### src/rtl/lmsm_pkg.sv
// lmsm_pkg: opcodes, state type and instruction field slices for the LM/SM sequencer
package lmsm_pkg;
  localparam logic [3:0] OP_LM = 4'b0110;
  localparam logic [3:0] OP_SM = 4'b0111;
  localparam int OP_HI = 15;
  localparam int OP_LO = 12;
  localparam int RA_HI = 11;
  localparam int RA_LO = 9;
  localparam int IMM_HI = 7;
  localparam int IMM_LO = 0;
  typedef enum logic {ST_IDLE, ST_SEQ} state_t;
endpackage

### src/rtl/lmsm_sequencer_if.sv
// lmsm_sequencer_if: IF/ID-side bus of the LM/SM sequencer; uop_count exists only with LMSM_PERF_EN
interface lmsm_sequencer_if;
  logic [15:0] ir_in;
  logic ir_valid;
  logic stall_in;
  logic flush;
  logic ir_sel;
  logic pc_hold;
  logic busy;
  logic uop_valid;
  logic [15:0] uop_ir;
  logic [2:0] uop_reg;
  logic [2:0] uop_offset;
  logic uop_first;
  logic uop_last;
`ifdef LMSM_PERF_EN
  logic [15:0] uop_count;
`endif
  modport master (
    output ir_in, ir_valid, stall_in, flush,
    input ir_sel, pc_hold, busy, uop_valid, uop_ir, uop_reg, uop_offset, uop_first, uop_last
`ifdef LMSM_PERF_EN
    , input uop_count
`endif
  );
  modport slave (
    input ir_in, ir_valid, stall_in, flush,
    output ir_sel, pc_hold, busy, uop_valid, uop_ir, uop_reg, uop_offset, uop_first, uop_last
`ifdef LMSM_PERF_EN
    , output uop_count
`endif
  );
endinterface

### src/rtl/lowbit_enc.sv
// lowbit_enc: index of lowest set mask bit, plus single-bit-left and empty flags
module lowbit_enc (
  input  logic [7:0] mask,
  output logic [2:0] idx,
  output logic       one_left,
  output logic       none
);
  always_comb begin
    idx = '0;
    for (int i = 7; i >= 0; i--) idx = mask[i] ? 3'(i) : idx;
  end
  assign none = mask == '0;
  assign one_left = ~none & ((mask & (mask - 8'd1)) == '0);
endmodule

### src/rtl/lmsm_sequencer.sv
// lmsm_sequencer: expands LM/SM register masks into single-register micro-ops; LMSM_PERF_EN adds uop_count
module lmsm_sequencer
  import lmsm_pkg::*;
(
  input logic clk,
  input logic rst_n,
  lmsm_sequencer_if.slave bus
);
  state_t state, state_nx;
  logic [15:0] base_ir;
  logic [7:0] mask;
  logic [2:0] cnt;
  logic [2:0] idx;
  logic one_left, none, busy, detect, issue, is_lmsm;
  logic [3:0] op;
  lowbit_enc u_enc (.mask(mask), .idx(idx), .one_left(one_left), .none(none));
  assign op = bus.ir_in[OP_HI:OP_LO];
  assign is_lmsm = (op == OP_LM) | (op == OP_SM);
  assign busy = state == ST_SEQ;
  // rst_n gates detect so every output is 0 while reset is held, whatever sits in IF/ID
  assign detect = rst_n & ~busy & bus.ir_valid & is_lmsm & (bus.ir_in[IMM_HI:IMM_LO] != '0) & ~bus.stall_in & ~bus.flush;
  assign issue = busy & ~bus.stall_in & ~bus.flush;
  always_comb begin
    state_nx = bus.flush ? ST_IDLE : detect ? ST_SEQ : (issue & one_left) ? ST_IDLE : state;
  end
  always_ff @(posedge clk or negedge rst_n) begin
    if (!rst_n) begin
      state <= ST_IDLE;
      base_ir <= '0;
      mask <= '0;
      cnt <= '0;
    end else begin
      state <= state_nx;
      if (bus.flush) begin
        mask <= '0;
        cnt <= '0;
      end else if (detect) begin
        base_ir <= bus.ir_in & {{(OP_HI - RA_LO + 1){1'b1}}, 9'b0};
        mask <= bus.ir_in[IMM_HI:IMM_LO];
        cnt <= '0;
      end else if (issue) begin
        mask[idx] <= 1'b0;
        cnt <= cnt + 3'd1;
      end
    end
  end
  assign bus.busy = busy;
  assign bus.uop_valid = busy & ~none;
  assign bus.uop_ir = base_ir;
  assign bus.uop_reg = idx;
  assign bus.uop_offset = cnt;
  assign bus.uop_first = bus.uop_valid & (cnt == '0);
  assign bus.uop_last = bus.uop_valid & one_left;
  assign bus.ir_sel = busy | detect;
  assign bus.pc_hold = detect | (busy & (~bus.uop_last | bus.stall_in));
`ifdef LMSM_PERF_EN
  logic [15:0] perf;
  always_ff @(posedge clk or negedge rst_n) begin
    if (!rst_n) perf <= '0;
    else if (issue) perf <= perf + 16'(perf != 16'hFFFF);
  end
  assign bus.uop_count = perf;
`endif
endmodule

### src/flat_wrapper.sv
// flat-port wrapper written by rule: the top's interface ports become plain ports
module lmsm_sequencer_flat import lmsm_pkg::*;
  (clk, rst_n, bus_ir_in, bus_ir_valid, bus_stall_in, bus_flush, bus_ir_sel, bus_pc_hold, bus_busy, bus_uop_valid, bus_uop_ir, bus_uop_reg, bus_uop_offset, bus_uop_first, bus_uop_last);
  lmsm_sequencer_if bus_i ();
  input logic clk;
  input logic rst_n;
  input wire logic [$bits(bus_i.ir_in)-1:0] bus_ir_in;
  input wire logic [$bits(bus_i.ir_valid)-1:0] bus_ir_valid;
  input wire logic [$bits(bus_i.stall_in)-1:0] bus_stall_in;
  input wire logic [$bits(bus_i.flush)-1:0] bus_flush;
  output wire logic [$bits(bus_i.ir_sel)-1:0] bus_ir_sel;
  output wire logic [$bits(bus_i.pc_hold)-1:0] bus_pc_hold;
  output wire logic [$bits(bus_i.busy)-1:0] bus_busy;
  output wire logic [$bits(bus_i.uop_valid)-1:0] bus_uop_valid;
  output wire logic [$bits(bus_i.uop_ir)-1:0] bus_uop_ir;
  output wire logic [$bits(bus_i.uop_reg)-1:0] bus_uop_reg;
  output wire logic [$bits(bus_i.uop_offset)-1:0] bus_uop_offset;
  output wire logic [$bits(bus_i.uop_first)-1:0] bus_uop_first;
  output wire logic [$bits(bus_i.uop_last)-1:0] bus_uop_last;
  assign bus_i.ir_in = bus_ir_in;
  assign bus_i.ir_valid = bus_ir_valid;
  assign bus_i.stall_in = bus_stall_in;
  assign bus_i.flush = bus_flush;
  assign bus_ir_sel = bus_i.ir_sel;
  assign bus_pc_hold = bus_i.pc_hold;
  assign bus_busy = bus_i.busy;
  assign bus_uop_valid = bus_i.uop_valid;
  assign bus_uop_ir = bus_i.uop_ir;
  assign bus_uop_reg = bus_i.uop_reg;
  assign bus_uop_offset = bus_i.uop_offset;
  assign bus_uop_first = bus_i.uop_first;
  assign bus_uop_last = bus_i.uop_last;
  lmsm_sequencer u_core (.clk(clk), .rst_n(rst_n), .bus(bus_i));
endmodule
### config.mk
export PLATFORM = sky130hd
export DESIGN_NAME = lmsm_sequencer_flat
export DESIGN_NICKNAME = d
export VERILOG_FILES = /design/src/rtl/lmsm_pkg.sv /design/src/rtl/lmsm_sequencer_if.sv /design/src/rtl/lowbit_enc.sv /design/src/rtl/lmsm_sequencer.sv /design/src/flat_wrapper.sv
export SDC_FILE = /design/constraint.sdc
export NUM_CORES = 1
export LEC_CHECK = 0
export CAP_MARGIN = 40
export CORE_ASPECT_RATIO = 1.2
export CORE_MARGIN = 2
export CORE_UTILIZATION = 45
export DETAILED_ROUTE_END_ITERATION = 8
export PLACE_DENSITY = 0.85
export SYNTH_ARGS = -nofsm -noshare
export SYNTH_HDL_FRONTEND = slang
export SYNTH_SLANG_ARGS = --single-unit
### constraint.sdc
create_clock -name clk -period 4.5 [get_ports clk]
set_input_delay 0.9 -clock clk [delete_from_list [all_inputs] [get_ports clk]]
set_output_delay 0.9 -clock clk [all_outputs]
set_load 0.03 [all_outputs]
==> impl_results.md, run 1 <==
- Hold slack: 0.488 ns
- Min Tclk post-route: 3.91 ns
- CTS tree: done
- Hold_sp: u_core.bus.uop_ir[14]$_DFFE_PN0P_
- # Post-CTS Setup Buffers: 0
- Cell Rows: 19
- Main synth FF type: dfrtp_1
- Post-synthesis compound-gate area fraction: 15.8%
- Multi-input gate area: 568 um^2
- Number of global-route vias before repair: 1018
- Synthesized cell area: 1140 um^2
- # H-tree levels: 1
- Peak Freq: 256 MHz
- Ant diodes: 0
- Final Non-Filler Cells: 196
- # port buffers: 38
- Crit share post-route: 86.9%
- Synth Area in Simple Gates: 23.4%
- I/O Pins: 49
- DRC violations left: 0
- Post-Synth Adder-Cell Area: 2.20%
- Initial antenna violation count: 0
- Status: completed
- Clk sinks: 19
- Pin count of the biggest net entering global routing: 20
- Worst Max-Slew Pin Slew: 0.814 ns
- Critical path's most frequent cell: clkdlybuf4s50_1
- Hold Crit Endpoint: u_core.bus.uop_ir[14]$_DFFE_PN0P_
- # nets final: 189
- Largest family of logic cells by synthesized area: simple AND/OR/NAND/NOR gates
- Total track usage: 19.3%
- Post-CTS sizing: 0
- Crit path kind: input port to output port
- Die width: 49.9 um
- Max-cap violations: 0
- Synth area leader: dfrtp_1
- GPL Wtd Cong: 0.886
- Final Hold Vio Count: 0
- First-pass DRT Iterations: 4
- Min-Delay Path Depth: 1
- Sw frac: 30.5%
- Worst reg2reg path endpoint: u_core.mask[7]$_DFFE_PN0P_
- RSZ-0062 raised after global routing: false
- Synth warn: 0
- Deepest clock path buffer count: 2
- Logic gate share of total power: 23.8%
- Vias/cell: 5.27
- Initial cell density of the core: 48.4%
- NetSw: 0.000110 W
- Avg Inst Size Synth: 9.11 um^2
- Top cell type's share of synthesized area: 41.8%
- Worst path max stage delay: 0.66 ns
- Die H: 59.1 um
- CTS Hold Bufs: 0
- Fillcell total: 194
- Slew Limit Fails: 0
- Most frequent cell after synthesis: dfrtp_1
- DP HPWL: 2040 um
- Final setup TNS: 0 ns
- Pwr dens: 235 nW/um^2
- Register area: 475 um^2
- DR iter-0 viols: 13
- Asr flop ratio synth: 100%
- Core area: 2350 um^2
- Worst path required time: 3.60 ns
- Post-synthesis mux area share: 3.96%
- Wire length of the first global-routing pass: 4350 um
- Max-slew headroom: 45.2%
- Top post-synthesis cells by area: dfrtp_1, buf_4, a21oi_1
- DRT Wirelength: 2550 um
- HP Class: register to register
- Clock power frac: 25.3%
- CP arrival: 3.01 ns
- CP Max Fanout: 3
- Clk root buf: clkbuf_4
- Avg WL per Cell: 13.0 um
- Worst path cell trace: clkdlybuf4s50_1 > or4b_4 > a211oi_4 > nor2_4 > inv_1 > clkdlybuf4s50_1
- Startpoint type of the worst setup path: input port
- Setup Viol. Count Final: 0
- Max VDD drop: 0.250 mV
- Later-pin clock latency in the skew report: 0.32 ns
- Aggregate global routing overflow: 0
- CP max stage cell: clkdlybuf4s50_1
- Area growth, synth to finish: 35.3%
- Post-synthesis sequential area ratio: 41.8%
- Worst-path clk slew: 0.11 ns
- Layout cell share with drive strength beyond 1: 9.70%
- Mapped Cells: 125
- Crit. End Element: output port
- Post-synth EDFFs: 0
- Final ANT Viol Nets: 0
- Clock Skew: 0.00489 ns
- Vias after detailed routing: 1033
- Placed instance count: 192
- Synth Area in XOR/XNOR: 1.54%
- Synth Register Bits: 19
- Synth cell types: 37
- Lkg Pwr: 0.647 nW
- Seq pwr share: 50.9%
- Cell Int Power: 0.000251 W
- Die area: 2950 um^2
- Reg-to-reg slack, setup: 2.56 ns
- Top post-synthesis cells by count: dfrtp_1, nand2_1, a21oi_1
- Worst R2R Start: u_core.mask[0]$_DFFE_PN0P_
- Path depth of the worst reg2reg path: 4
- Num CTS Buffers: 3
## how the worst max path moves through the flow
stage,startpoint,to,slack [ns]
detailed placement,bus_flush,bus_ir_sel,0.60
finish,bus_flush,bus_ir_sel,0.59
CTS,bus_flush,bus_ir_sel,0.60
global placement,bus_flush,bus_ir_sel,0.63
global route,bus_ir_in[5],bus_pc_hold,0.50
floorplan,bus_flush,bus_pc_hold,0.98
## logic make-up after synthesis
| logic type | count (synthesis) |
|---|---|
| XOR/XNOR | 2 |
| other | 1 |
| AO/OA/AOI/OAI | 28 |
| flip-flops | 19 |
| buffers and inverters | 20 |
| multiplexers | 4 |
| adder cells (fa/ha/maj) | 2 |
| AND/OR/NAND/NOR | 49 |
## power by group through the flow
stage / Sequential, W / Clock, W / Combinational [W]
floorplan: 0.000204 / 0 / 0.0000318
global placement: 0.000187 / 0 / 0.0000848
detailed placement: 0.000187 / 0 / 0.0000860
CTS: 0.000184 / 0.0000925 / 0.0000865
global route: 0.000185 / 0.0000974 / 0.0000906
finish: 0.000184 / 0.0000916 / 0.0000860
## per-stage QoR
step / utilization, % / cell area [um^2] / setup slack (ns) / power (W)
finish: 65.4 / 1540 / 0.590 / 0.000362
global route: 65.4 / 1540 / 0.496 / 0.000373
CTS: 65.4 / 1540 / 0.602 / 0.000363
detailed placement: 64.3 / 1510 / 0.600 / 0.000273
global placement: 64.3 / 1510 / 0.633 / 0.000272
floorplan: - / 1170 / 0.976 / 0.000235
## state kept, by name, summed over array words and instances (netlist names)
name	count
u_core.bus.busy	1
u_core.bus.uop_ir	7
u_core.bus.uop_offset	3
u_core.mask	8
## cell type report
type,instances,share of cell area [%]
clock buffer,3,1.46
clock inverter,1,0.325
inverter,6,1.46
multi-input combinational,94,36.9
sequential,19,30.9
tap,31,2.52
timing repair buffer,42,26.5
## critical path: cells and delay by family
family / cells / cell delay [ns]
compound gates: 1 / 0.29
simple gates: 2 / 0.64
buf+inv: 3 / 1.17
## cells in the final DEF, fill, tap and decap left out, types with 2 or more instances in the layout
cell,instances
a21oi_1,12
buf_4,5
clkbuf_4,3
clkdlybuf4s50_1,37
conb_1,9
dfrtp_1,19
ha_1,2
inv_1,6
mux2_2,4
nand2_1,14
nand2b_1,5
nand3_1,4
nand3b_1,2
nor2_1,7
nor2b_1,2
nor3_1,4
nor4_1,4
o211ai_1,2
o21ai_0,6
## metal layers
layer | global-route usage (%) | share of wire (%) | wire length, um
met5 | 0 | 0 | 0
met4 | 9.13 | 1.9 | 49
met3 | 2.27 | 5.4 | 138
met2 | 36.2 | 51 | 1300
met1 | 21.7 | 41 | 1060
(Power assumes the default switching activity.)
==> run 2: changes to the inputs <==
- SETUP_SLACK_MARGIN: default -> 0.15
==> results of run 2 <==
Final layout, timing and power as in run 1 (identical DEF).
==> run 3: changes to the inputs <==
- CORE_UTILIZATION: 45 -> 40
- PLACE_DENSITY: 0.85 -> 0.76
- clock period: 4.5 -> 3.75 ns (I/O delays scaled with it)
==> impl_results.md, run 3 (same netlist as run 1, synthesis figures left out) <==
- Worst-path clk slew: 0.10 ns (about the same)
- HP Class: register to register
- Post-layout util: 56.4% (-9.1 points)
- DRT Wirelength: 2640 um (+3.8%)
- Max VDD drop: 0.242 mV (-3.2%)
- Die H: 62.4 um (+5.7%)
- Area growth, synth to finish: 36.6%
- Fillcell total: 258 (+33%)
- Cell Int Power: 0.000304 W (+21%)
- Max reg flops: 8 (unchanged)
- Final ANT Viol Nets: 0 (unchanged)
- Cell Rows: 21 (+2)
- Multi-input gate area: 568 um^2 (unchanged)
- CP max stage cell: nor4_1
- CTS Hold Bufs: 0 (unchanged)
- Crit share post-route: 88.4%
- Post-CTS sizing: 0 (unchanged)
- Hold_sp: u_core.bus.uop_ir[13]$_DFFE_PN0P_
- Initial antenna violation count: 0 (unchanged)
- Most frequent cells in the layout: clkdlybuf4s50_1, dfrtp_1, nand2_1, a21oi_1, conb_1
- NetSw: 0.000130 W (+18%)
- Worst R2R Start: u_core.bus.busy$_DFFE_PN0P_
- Register area: 475 um^2 (unchanged)
- Clock power frac: 25.1% (-0.2 points)
- CP arrival: 2.57 ns (-0.44 ns)
- # H-tree levels: 1 (unchanged)
- Seq pwr share: 50.9% (about the same)
- RSZ-0062 raised after global routing: false
- Crit. End Element: output port
- Slew Limit Fails: 0 (unchanged)
- Wire length of the first global-routing pass: 4440 um (+1.9%)
- Num CTS Buffers: 3 (unchanged)
- Most common cell after layout, fill and taps aside: clkdlybuf4s50_1
- Clk sinks: 19 (unchanged)
- CP Max Fanout: 3 (unchanged)
- Startpoint type of the worst setup path: input port
- Source of the critical timing path: bus_ir_in[5]
- Vias/cell: 5.18 (-1.7%)
- Pwr dens: 279 nW/um^2 (+19%)
- Peak Freq: 302 MHz
- Worst path required time: 3.00 ns (-0.60 ns)
- Pin count of the biggest net entering global routing: 20 (unchanged)
- # nets final: 191 (+1.1%)
- Die area: 3290 um^2 (+12%)
- Logic gate share of total power: 24.0% (+0.2 points)
- I/O Pins: 49 (unchanged)
- Core area: 2760 um^2 (+17%)
- Vias after detailed routing: 1041 (+0.77%)
- Status: completed
- Reg-to-reg slack, setup: 1.97 ns (-0.59 ns)
- Worst path cell trace: clkdlybuf4s50_1 > nor4_1 > a211oi_4 > a211oi_1 > a31oi_1 > buf_4
- Sw frac: 30.0% (-0.49 points)
- Clk root buf: clkbuf_4
- Aggregate global routing overflow: 0 (unchanged)
- Final Hold Vio Count: 0 (unchanged)
- Biggest register: u_core.mask
- Min Tclk post-route: 3.32 ns
- Initial cell density of the core: 41.3% (-7.1 points)
- Lkg Pwr: 0.654 nW (+1.2%)
- Worst Max-Slew Pin Slew: 0.655 ns (-0.159 ns)
- Ant diodes: 0 (unchanged)
- Die width: 52.7 um (+5.6%)
- Number of global-route vias before repair: 1024 (+0.59%)
- GPL Wtd Cong: 0.813 (-8.2%)
- Total track usage: 17.8% (-1.5 points)
- Setup Viol. Count Final: 0 (unchanged)
- # port buffers: 38 (unchanged)
- Max-slew headroom: 55.9% (+11 points)
- Later-pin clock latency in the skew report: 0.31 ns (about the same)
- Avg WL per Cell: 13.1 um (+1.2%)
- Final setup TNS: 0 ns (unchanged)
- # Post-CTS Setup Buffers: 0 (unchanged)
- Deepest clock path buffer count: 2 (unchanged)
- DP HPWL: 2060 um (+1.0%)
- Crit path kind: input port to output port
- CTS tree: done
- Clock Skew: 0.0116 ns (+0.00673 ns)
- Max-cap violations: 0 (unchanged)
- DRC violations left: 0 (unchanged)
- DR iter-0 viols: 31 (+18)
- Worst path max stage delay: 0.61 ns (-0.05 ns)
- First-pass DRT Iterations: 4 (unchanged)
- Layout cell share with drive strength beyond 1: 10.8% (+1.1 points)
[run 3: changes by cell type in the layout (fill, tap and decap cells not counted), sizes merged]
cell | before | now
buf | 5 | 8
clkbuf | 3 | 4
clkdlybuf4s50 | 37 | 36
clkinv | 1 | 0
[run 3: final cells by class]
class / count / share of cell area [%]
clock buffers: 4 / 1.69
flip-flops and latches: 19 / 30.6
well taps: 34 / 2.74
multi-input cells: 94 / 36.5
inverters: 6 / 1.45
repair buffers: 44 / 27.0
[run 3: routing by layer]
| layer | vias up | routed length (um) | share of wire, % | track usage, % |
|---|---|---|---|---|
| met5 | - | 0 | 0 | 0 |
| met4 | 0 | 59 | 2.2 | 10.3 |
| met3 | 6 | 153 | 5.8 | 2.63 |
| met2 | 43 | 1340 | 51 | 29.2 |
| met1 | 488 | 1090 | 41 | 21.4 |
| li1 | 504 | - | - | - |
[run 3: power by group through the flow]
stage               combinational (W)  sequential, W  clock (W)
floorplan                   0.0000382       0.000244          0
global placement             0.000103       0.000224          0
detailed placement           0.000104       0.000225          0
CTS                          0.000105       0.000221   0.000110
global route                 0.000110       0.000222   0.000115
finish                       0.000104       0.000221   0.000109
[run 3: critical path: cells and delay by family]
family / cells / cell delay, ns
AOI/OAI and AO/OA: 3 / 0.60
buffers and inverters: 2 / 0.61
and+or+nand+nor: 1 / 0.61
[run 3: path summary, 6_finish.rpt]
check,endpoint,cells past startpoint
worst max-delay path,bus_pc_hold,6
worst min register to register,u_core.bus.uop_ir[13]$_DFFE_PN0P_,1
max in group asynchronous,u_core.bus.uop_ir[12]$_DFFE_PN0P_,2
worst min-delay path,u_core.bus.uop_ir[13]$_DFFE_PN0P_,1
worst max register to register,u_core.bus.uop_ir[10]$_DFFE_PN0P_,4
min in group asynchronous,u_core.bus.uop_ir[11]$_DFFE_PN0P_,2
[run 3: per-stage QoR]
step / power (W) / hold WS, ns / setup slack [ns] / instances / cell area, um^2
final: 0.000434 / 0.485 / 0.433 / 201 / 1560
after global routing: 0.000446 / 0.489 / 0.288 / 201 / 1560
after detailed placement: 0.000329 / 0.456 / 0.363 / 197 / 1530
after global placement: 0.000327 / 0.449 / 0.441 / 197 / 1530
after floorplan: 0.000283 / 0.454 / 0.526 / 133 / 1170
after CTS: 0.000436 / 0.481 / 0.388 / 201 / 1560
